**config.mk**
```make
export PLATFORM = sky130hd
export DESIGN_NAME = uart_rx
export DESIGN_NICKNAME = d
export VERILOG_FILES = /design/src/rtl/uart_rx.sv
export SDC_FILE = /design/constraint.sdc
export NUM_CORES = 1
export LEC_CHECK = 0
export ABC_AREA = 0
export CORE_MARGIN = 8
export CORE_UTILIZATION = 39
export CTS_CLUSTER_SIZE = 30
export DETAILED_ROUTE_END_ITERATION = 8
export SETUP_SLACK_MARGIN = 0.2
export SYNTH_ARGS = -nofsm -noshare
export SYNTH_HDL_FRONTEND = slang
export SYNTH_SLANG_ARGS = --single-unit
```
**constraint.sdc**
```tcl
create_clock -name i_Clk -period 1.66 [get_ports i_Clk]
set_input_delay 0.166 -clock i_Clk [delete_from_list [all_inputs] [get_ports i_Clk]]
set_output_delay 0.166 -clock i_Clk [all_outputs]
set_load 0.01 [all_outputs]
```
**src/rtl/uart_rx.sv**
```systemverilog
// uart_rx: 8N1 UART receiver. The line is oversampled on i_Clk, and each bit is sampled at mid-bit.
// Optional: define UART_RX_PARITY_EN for 8E1 frames with a parity check (o_fParErr).
module uart_rx #(
  parameter int CLK_FREQ = 50_000_000,
  parameter int BAUD     = 115200,
  parameter int LSTCLK   = CLK_FREQ / BAUD,
  parameter int MIDCLK   = LSTCLK / 2
) (
  input  logic       i_Clk,
  input  logic       i_Rst,
  input  logic       i_Rx,
  output logic [7:0] o_Data,
  output logic       o_fValid,
  output logic       o_fFrmErr,
  output logic       o_fParErr,
  output logic       o_fBusy
);

  localparam int CW = $clog2(LSTCLK + 1);

`ifdef UART_RX_PARITY_EN
  typedef enum logic [2:0] {IDLE, RX_START, RX_DATA, RX_PAR, RX_STOP, RX_WAIT} state_t;
`else
  typedef enum logic [2:0] {IDLE, RX_START, RX_DATA, RX_STOP, RX_WAIT} state_t;
`endif

  state_t          state, stateNext;
  logic            rxMeta, sRx;
  logic [CW-1:0]   clkCnt, clkCntNext;
  logic [2:0]      bitCnt, bitCntNext;
  logic [7:0]      shiftReg, shiftNext;
  logic [7:0]      dataReg, dataNext;
  logic            validReg, validNext;
  logic            frmErrReg, frmErrNext;
  logic            midHit, bitEnd, parMis;

  assign midHit = (clkCnt == CW'(MIDCLK));
  assign bitEnd = (clkCnt == CW'(LSTCLK));

`ifdef UART_RX_PARITY_EN
  logic parReg, parNext;
  logic parErrReg, parErrNext;
  // Even parity: the parity bit must equal the XOR of the data bits.
  assign parMis    = parReg ^ (^shiftReg);
  assign o_fParErr = parErrReg;
`else
  assign parMis    = 1'b0;
  assign o_fParErr = 1'b0;
`endif

  always_ff @(posedge i_Clk or negedge i_Rst) begin
    if (!i_Rst) begin
      rxMeta    <= 1'b1;
      sRx       <= 1'b1;
      state     <= IDLE;
      clkCnt    <= '0;
      bitCnt    <= '0;
      shiftReg  <= '0;
      dataReg   <= 8'h00;
      validReg  <= 1'b0;
      frmErrReg <= 1'b0;
`ifdef UART_RX_PARITY_EN
      parReg    <= 1'b0;
      parErrReg <= 1'b0;
`endif
    end else begin
      rxMeta    <= i_Rx;
      sRx       <= rxMeta;
      state     <= stateNext;
      clkCnt    <= clkCntNext;
      bitCnt    <= bitCntNext;
      shiftReg  <= shiftNext;
      dataReg   <= dataNext;
      validReg  <= validNext;
      frmErrReg <= frmErrNext;
`ifdef UART_RX_PARITY_EN
      parReg    <= parNext;
      parErrReg <= parErrNext;
`endif
    end
  end

  always_comb begin
    stateNext = state;
    case (state)
      IDLE:     if (!sRx) stateNext = RX_START;
      RX_START: if (midHit) stateNext = sRx ? IDLE : RX_DATA;
`ifdef UART_RX_PARITY_EN
      RX_DATA:  if (bitEnd && bitCnt == 3'd7) stateNext = RX_PAR;
      RX_PAR:   if (bitEnd) stateNext = RX_STOP;
`else
      RX_DATA:  if (bitEnd && bitCnt == 3'd7) stateNext = RX_STOP;
`endif
      // A good stop returns to IDLE at mid stop bit so back-to-back frames are caught.
      RX_STOP:  if (bitEnd) stateNext = sRx ? IDLE : RX_WAIT;
      RX_WAIT:  if (sRx) stateNext = IDLE;
      default:  stateNext = IDLE;
    endcase
  end

  always_comb begin
    clkCntNext = clkCnt;
    bitCntNext = bitCnt;
    shiftNext  = shiftReg;
    dataNext   = dataReg;
    validNext  = 1'b0;
    frmErrNext = 1'b0;
`ifdef UART_RX_PARITY_EN
    parNext    = parReg;
    parErrNext = 1'b0;
`endif
    case (state)
      RX_START: clkCntNext = midHit ? '0 : clkCnt + 1'b1;
      RX_DATA: begin
        if (bitEnd) begin
          clkCntNext = '0;
          shiftNext  = {sRx, shiftReg[7:1]};
          bitCntNext = (bitCnt == 3'd7) ? 3'd0 : bitCnt + 3'd1;
        end else begin
          clkCntNext = clkCnt + 1'b1;
        end
      end
`ifdef UART_RX_PARITY_EN
      RX_PAR: begin
        if (bitEnd) begin
          clkCntNext = '0;
          parNext    = sRx;
        end else begin
          clkCntNext = clkCnt + 1'b1;
        end
      end
`endif
      RX_STOP: begin
        if (bitEnd) begin
          clkCntNext = '0;
          validNext  = sRx & ~parMis;
          frmErrNext = ~sRx;
          if (sRx && !parMis) dataNext = shiftReg;
`ifdef UART_RX_PARITY_EN
          parErrNext = parMis;
`endif
        end else begin
          clkCntNext = clkCnt + 1'b1;
        end
      end
      default: clkCntNext = '0;
    endcase
  end

  assign o_Data    = dataReg;
  assign o_fValid  = validReg;
  assign o_fFrmErr = frmErrReg;
  assign o_fBusy   = (state != IDLE);

endmodule

```
==> results of run 1 <==
## final timing paths
check	from	to
min in group asynchronous	i_Rst	clkCnt[3]$_DFF_PN0_
setup / recovery	state[2]$_DFFE_PN0P_	o_Data[4]$_DFFE_PN0P_
setup reg to reg	state[2]$_DFFE_PN0P_	o_Data[4]$_DFFE_PN0P_
max in group asynchronous	i_Rst	state[1]$_DFFE_PN0P_
hold reg to reg	rxMeta$_DFF_PN1_	sRx$_DFF_PN1_
hold / removal	i_Rx	rxMeta$_DFF_PN1_
## sequential cells by signal, summed over array words and instances (netlist names)
name,flops
clkCnt,9
o_Data,8
shiftReg,8
bitCnt,3
state,3
o_fFrmErr,1
o_fValid,1
rxMeta,1
sRx,1
## critical path, cell delays in order (launching register included)
cell and delay, ns:
dfrtp_1 0.39, buf_6 0.13, nand3b_1 0.24, nor4_4 0.30, buf_4 0.21, mux2_4 0.31
## cell type report
cell class                 instances  share of cell area
clock inverter                     2            0.005988
sequential                        35              0.4216
tap                               50             0.02994
inverter                           3            0.005389
multi-input combinational         82              0.3647
timing repair buffer              32              0.1377
clock buffer                       6             0.03473
## placed cells by master, fill, tap and decap left out, types with 3 or more instances in the layout
cell,instances
o21ai_0,4
a22oi_1,4
inv_1,3
dfrtp_1,31
mux2_4,8
nand3_1,3
mux2_2,11
ha_1,4
clkdlybuf4s50_1,12
or3_1,5
clkbuf_8,5
nor2_1,6
buf_4,16
a21oi_2,6
o211ai_1,3
## power groups by stage
stage | Clock (mW) | Combinational [mW] | Sequential [mW]
detailed placement | 0 | 0.0307 | 0.874
finish | 0.589 | 0.0295 | 0.858
CTS | 0.612 | 0.0307 | 0.858
global placement | 0 | 0.0299 | 0.874
global route | 0.661 | 0.0344 | 0.858
floorplan | 0 | 0.00575 | 0.875
## logic make-up after synthesis
group	Yosys count
AOI/OAI and AO/OA	22
xor gates and xnor gates	3
adders and majority gates	5
buffers and inverters	8
DFF	35
muxes	19
other	1
and+or+nand+nor	32
## timing repair
item,4_1_cts,5_1_grt
pin swaps,0,4
gates resized for setup,7,16
setup buffers,1,3
gates cloned,0,2
setup endpoints to repair,31,32
## per-layer routing
metal / part of all wire / GRT usage
met1: 0.47 / 0.1308
met2: 0.46 / 0.1544
met3: 0.048 / 0.04241
met4: 0.015 / 0.03818
met5: 0 / 0
==> results.md, run 1 <==
* Total power at 1.477 mW
* Leading area contributor after synthesis: dfrtp_1
* Hold buffer count at CTS at 0
* FFs w/ async S/R, synth at 1.000
* Routed WL per cell at 15.06 µm
* Layout cells sized above 1 at 0.4000
* Hpwl dp at ~2100 µm
* Post-Syn Area per Cell at 12.89 µm²
* Clk pwr share at 0.399
* Htree depth at 2
* Synth warnings at 0
* TritonCTS clock tree: yes
* Peak VDD IR at between 0.0005 and 0.0006 V
* Worst Hold Depth at 1
* Post-synth top area share at 0.5124
* Switching pwr at 318.6 µW
* Setup violators final at 6
* Via count at 1101
* Die height at 80.28 µm
* Reg-to-reg setup timing slack at -0.04 ns
* N_diodes at 0
* Pint at roughly 1.2 mW
* Setup CP Type: reg -> reg
* Core area at roughly 4000 µm²
* Failing checks: setup timing
* Vias in the first global route at 1059
* Top post-synthesis cells by count: 33 x dfrtp_1, 19 x mux2_2, 7 x a21oi_1
* Initial antenna violation count at 0
* Distinct cells, synth at 35
* Global Route Usage Sum at 0.1036
* Synth Area in Compound Gates at 0.08540
* Sw frac at 0.2157
* Critical path fanouts, max at 6
* Root Buffer: clkbuf_8
* Largest net degree at the start of global routing at 36
* I/O Pins at 15
* Post-synthesis simple-gate area fraction at 0.1561
* Hold WS at 0.2833 ns
* Tcrit/Tclk final at 1.024
* Vias per inst at 5.243
* Top-count cell post-synth: dfrtp_1
* R2R cell count at 5
* Leak at 0.9749 nW
* Clk sinks at 35
* Setup WS pre-CTS at -0.04490 ns
* Power share of the combinational group at 0.020
* FF+latch area at 880.8 µm²
* Layout fillers at 339
* Synthesized flop and latch total at 35
* Worst Setup End Kind: register
* First-pass GRT wire length at between 5000 and 6000 µm
* EDFF count, synth at 0
* RSZ-0062 raised after global routing: true
* Post-Place Cells at 196
* Prevailing post-synth register cell: dfrtp_1
* Worst-path clk slew at 0.07 ns
* Gpl congestion at 0.7976
* Max Clk Rate at 0.5883 GHz
* Clock latency on the worst-skew pair at 0.28 ns
* Final Util at 0.5224
* Row count at 23
* Synth area leaders: dfrtp_1 51%, mux2_2 13%, ha_1 3.9%
* Fin. max-slew vios at 0
* Mux share of post-synthesis cell area at 0.1328
* CTS Buffer Depth at 2
* Synth Area in Adders at 0.03882
* Tmin final at ~1.7 ns
* Synth Area in XOR/XNOR at 0.01630
* Power per cell area at between 700 and 800 nW/µm²
* Nature of the critical path startpoint: register
* Drt drc at 0
* Status: finished, violations left
* Final setup TNS at -0.1090 ns
* Initial DRC Count at 44
* Synth Instances at 125
* Area of the multi-input gates at 762.0 µm²
* Sequential area share after synthesis at 0.5450
* Path category of the worst min-delay check: in -> reg
* Router iterations before antenna repair at 4
* Worst EP required at between 1.5 and 2 ns
* Max Cap Violations at 0
* Initial Util at 0.4029
* Antenna Violating Nets Remaining at 0
* Placed cell area at 1912 µm²
* Flop pwr share at 0.581
* Die Wd at 80.28 µm
* Num CTS Buffers at 5
* Total wire length at 3163 µm
* Final hold vios at 0
* Die ar. at 6445 µm²
* Design area at 2090 µm²
* Critical path arrival at ~1.9 ns
* Post-synth net total at 133
* Non-Filler Instances at 210
* Grt ovf at 0
* Main combinational cell family by area after synthesis: simple AND/OR/NAND/NOR gates
* Syn-to-layout area delta at 29.66%
* Mapped Area at about 1600 µm²
* Net count, final at 167
* Setup ws final at -0.03973 ns
* Clock Skews at between 0.004 and 0.005 ns
* I/O Buffers at 13
Note: power is estimated with default switching activity, not from simulation.
==> run 2, diff against run 1 <==
--- a/config.mk
+++ b/config.mk
@@ -11,6 +11,7 @@
 export CTS_CLUSTER_SIZE = 30
 export DETAILED_ROUTE_END_ITERATION = 8
 export SETUP_SLACK_MARGIN = 0.2
+export SLEW_MARGIN = 20
 export SYNTH_ARGS = -nofsm -noshare
 export SYNTH_HDL_FRONTEND = slang
 export SYNTH_SLANG_ARGS = --single-unit
==> results of run 2 <==
Same layout as run 1: the final DEF is identical, and so are final timing and power.
==> run 3, diff against run 2 <==
--- a/config.mk
+++ b/config.mk
@@ -7,10 +7,9 @@
 export LEC_CHECK = 0
 export ABC_AREA = 0
 export CORE_MARGIN = 8
-export CORE_UTILIZATION = 39
+export CORE_UTILIZATION = 40
 export CTS_CLUSTER_SIZE = 30
 export DETAILED_ROUTE_END_ITERATION = 8
-export SETUP_SLACK_MARGIN = 0.2
 export SLEW_MARGIN = 20
 export SYNTH_ARGS = -nofsm -noshare
 export SYNTH_HDL_FRONTEND = slang
==> run 3 against run 2 <==
- the flow still finishes with violations (setup timing)
- highest routed layer unchanged
- setup slack improved by 0.037 ns
- non-clock buffer count rose by 2
- utilization rose by 0.13 points
- count of clock-buffer cells in the layout did not move
- routed wire length fell by 1.5%
- sequential cell count did not move
==> results.md, run 3 (same netlist as run 1, synthesis figures left out) <==
* Initial Util at 0.4088 (was 0.4029)
* Register bank with the most flops: clkCnt (unchanged)
* Net count, final at 169 (was 167)
* I/O Buffers at 13 (unchanged)
* TritonCTS clock tree: yes (unchanged)
* Clk sinks at 35 (unchanged)
* Htree depth at 2 (unchanged)
* CP cell instances: buf_4, ha_1, or4b_1, o211ai_1, buf_4, a22oi_1 (was buf_6, nand3b_1, nor4_4, buf_4, mux2_4)
* Worst EP required at 1.82 ns (was 1.83 ns)
* Max Clk Rate at 0.6014 GHz (was 0.5883 GHz)
* Hold buffer count at CTS at 0 (unchanged)
* Num CTS Buffers at 5 (unchanged)
* Vias per inst at 5.151 (was 5.243)
* CTS Buffer Depth at 2 (unchanged)
* Worst-path clk slew at 0.07 ns (about the same)
* Largest net degree at the start of global routing at 36 (unchanged)
* Die height at 79.48 µm (was 80.28 µm)
* Fin. max-slew vios at 0 (unchanged)
* Vias in the first global route at 1113 (was 1059)
* Reg-to-reg setup timing slack at -0.003 ns (was -0.04 ns)
* Drt drc at 0 (unchanged)
* Clock latency on the worst-skew pair at 0.28 ns (about the same)
* Power per cell area at 714.6 nW/µm² (was 706.8 nW/µm²)
* Gpl congestion at 0.8185 (was 0.7976)
* Nature of the critical path startpoint: register (unchanged)
* Initial antenna violation count at 0 (unchanged)
* Grt ovf at 0 (unchanged)
* Failing checks: setup timing (unchanged)
* Total power at 1.475 mW (was 1.477 mW)
* Most common cell after layout, fill and taps aside: dfrtp_1 (unchanged)
* Syn-to-layout area delta at 28.11% (was 29.66%)
* Path category of the worst min-delay check: in -> async (was in -> reg)
* Setup CP Type: reg -> reg (unchanged)
* Via count at 1092 (was 1101)
* Critical path fanouts, max at 9 (was 6)
* I/O Pins at 15 (unchanged)
* Final setup TNS at -0.004153 ns (was -0.1090 ns)
* Peak VDD IR at 0.0005418 V (was 0.0005149 V)
* Worst Setup End Kind: register (unchanged)
* Max Cap Violations at 0 (unchanged)
* Global Route Usage Sum at 0.1057 (was 0.1036)
* Tmin final at 1.663 ns (was 1.700 ns)
* Core area at 3943 µm² (was 4000 µm²)
* Most frequent cells in the layout: 31 x dfrtp_1, 19 x buf_4, 14 x mux2_2, 12 x clkdlybuf4s50_1, 7 x a21oi_1 (was 31 x dfrtp_1, 16 x buf_4, 12 x clkdlybuf4s50_1, 11 x mux2_2, 8 x mux2_4)
* Final hold vios at 0 (unchanged)
* R2r endpoint: clkCnt[7]$_DFF_PN0_ (was o_Data[4]$_DFFE_PN0P_)
* Initial DRC Count at 46 (was 44)
* Die Wd at 79.48 µm (was 80.28 µm)
* Routed WL per cell at 14.70 µm (was 15.06 µm)
* CP max-delay cell: or4b_1 (was dfrtp_1)
* Setup ws final at -0.002667 ns (was -0.03973 ns)
* Critical path arrival at 1.82 ns (was 1.87 ns)
* Worst path max stage delay at 0.42 ns (was 0.39 ns)
* Antenna Violating Nets Remaining at 0 (unchanged)
* Total wire length at 3116 µm (was 3163 µm)
* Hpwl dp at 2237 µm (was 2093 µm)
* Row count at 23 (unchanged)
* Setup violators final at 2 (was 6)
* Clock Skews at 0.003644 ns (was 0.004598 ns)
* RSZ-0062 raised after global routing: true (unchanged)
* Leak at 0.9794 nW (was 0.9749 nW)
* Layout cells sized above 1 at 0.3580 (was 0.4000)
* N_diodes at 0 (unchanged)
* First-pass GRT wire length at 5237 µm (was 5140 µm)
* Die ar. at 6316 µm² (was 6445 µm²)
* R2R Path Start: clkCnt[0]$_DFF_PN0_ (was state[2]$_DFFE_PN0P_)
* R2R cell count at 6 (was 5)
* Tcrit/Tclk final at 1.002 (was 1.024)
* Root Buffer: clkbuf_8 (unchanged)
* Crit-path most repeated cell: buf_4
* Status: finished, violations left (unchanged)
* Router iterations before antenna repair at 4 (unchanged)
* Max reg flops at 9 (unchanged)
run 3: changes by cell type in the layout (fill, tap and decap cells not counted), sizes merged:
cell	before	now
dlygate4sd2	0	1
buf	20	21
run 3: worst max-delay path by stage:
stage	startpoint	end
after floorplan	clkCnt[0]$_DFF_PN0_	o_Data[0]$_DFFE_PN0P_
after detailed placement	clkCnt[0]$_DFF_PN0_	o_Data[0]$_DFFE_PN0P_
after CTS	clkCnt[0]$_DFF_PN0_	o_Data[1]$_DFFE_PN0P_
after global routing	clkCnt[0]$_DFF_PN0_	o_Data[5]$_DFFE_PN0P_
after global placement	clkCnt[0]$_DFF_PN0_	o_Data[2]$_DFFE_PN0P_
final	clkCnt[0]$_DFF_PN0_	clkCnt[7]$_DFF_PN0_
run 3: layer usage:
metal | part of all wire | up-vias | global-route usage
li1 | - | 529 | -
met1 | 0.44 | 541 | 0.1230
met2 | 0.51 | 17 | 0.1736
met3 | 0.047 | 5 | 0.03829
met4 | 0.0090 | 0 | 0.03889
met5 | 0 | - | 0
run 3: worst max-delay path, delay by kind of cell (launching register included):
family | cells | cell delay, ns
buf+inv | 2 | 0.33
flops | 1 | 0.35
simple gates | 1 | 0.42
fa+ha+maj | 1 | 0.13
compound gates | 2 | 0.31
run 3: area by class of cell:
type	count	area [µm²]
fill	326	1878
sequential	35	880.8
inverter	3	11.26
tap	50	62.56
clock buffer	6	72.57
timing repair buffer	34	302.8
multi-input combinational	82	721.9
clock inverter	2	12.51
run 3: repair_timing:
action	4_1_cts	5_1_grt
resized for setup	5	7
pin swaps	1	1
cloned	1	0
endpoints found under the setup margin	10	29
setup buffers	2	1
run 3: report_power, final:
part | total, mW | switching (mW) | internal, mW | leakage [nW]
Clock | 0.588 | 0.295 | 0.293 | 0.0412
Combinational | 0.0293 | 0.0207 | 0.00856 | 0.474
Sequential | 0.858 | 0.000923 | 0.857 | 0.464
run 3: metrics by stage:
step                hold WS, ns  cells  area, µm²  utilization  setup slack (ns)
floorplan               -0.1296    125       1614            -          -0.06907
global placement         0.3473    200       1918       0.4865          0.009512
detailed placement       0.3481    200       1918       0.4865          -0.02844
CTS                      0.2851    211       2033       0.5157         0.0001243
global route             0.2876    212       2064       0.5236          -0.08702
finish                   0.2897    212       2064       0.5236         -0.002667
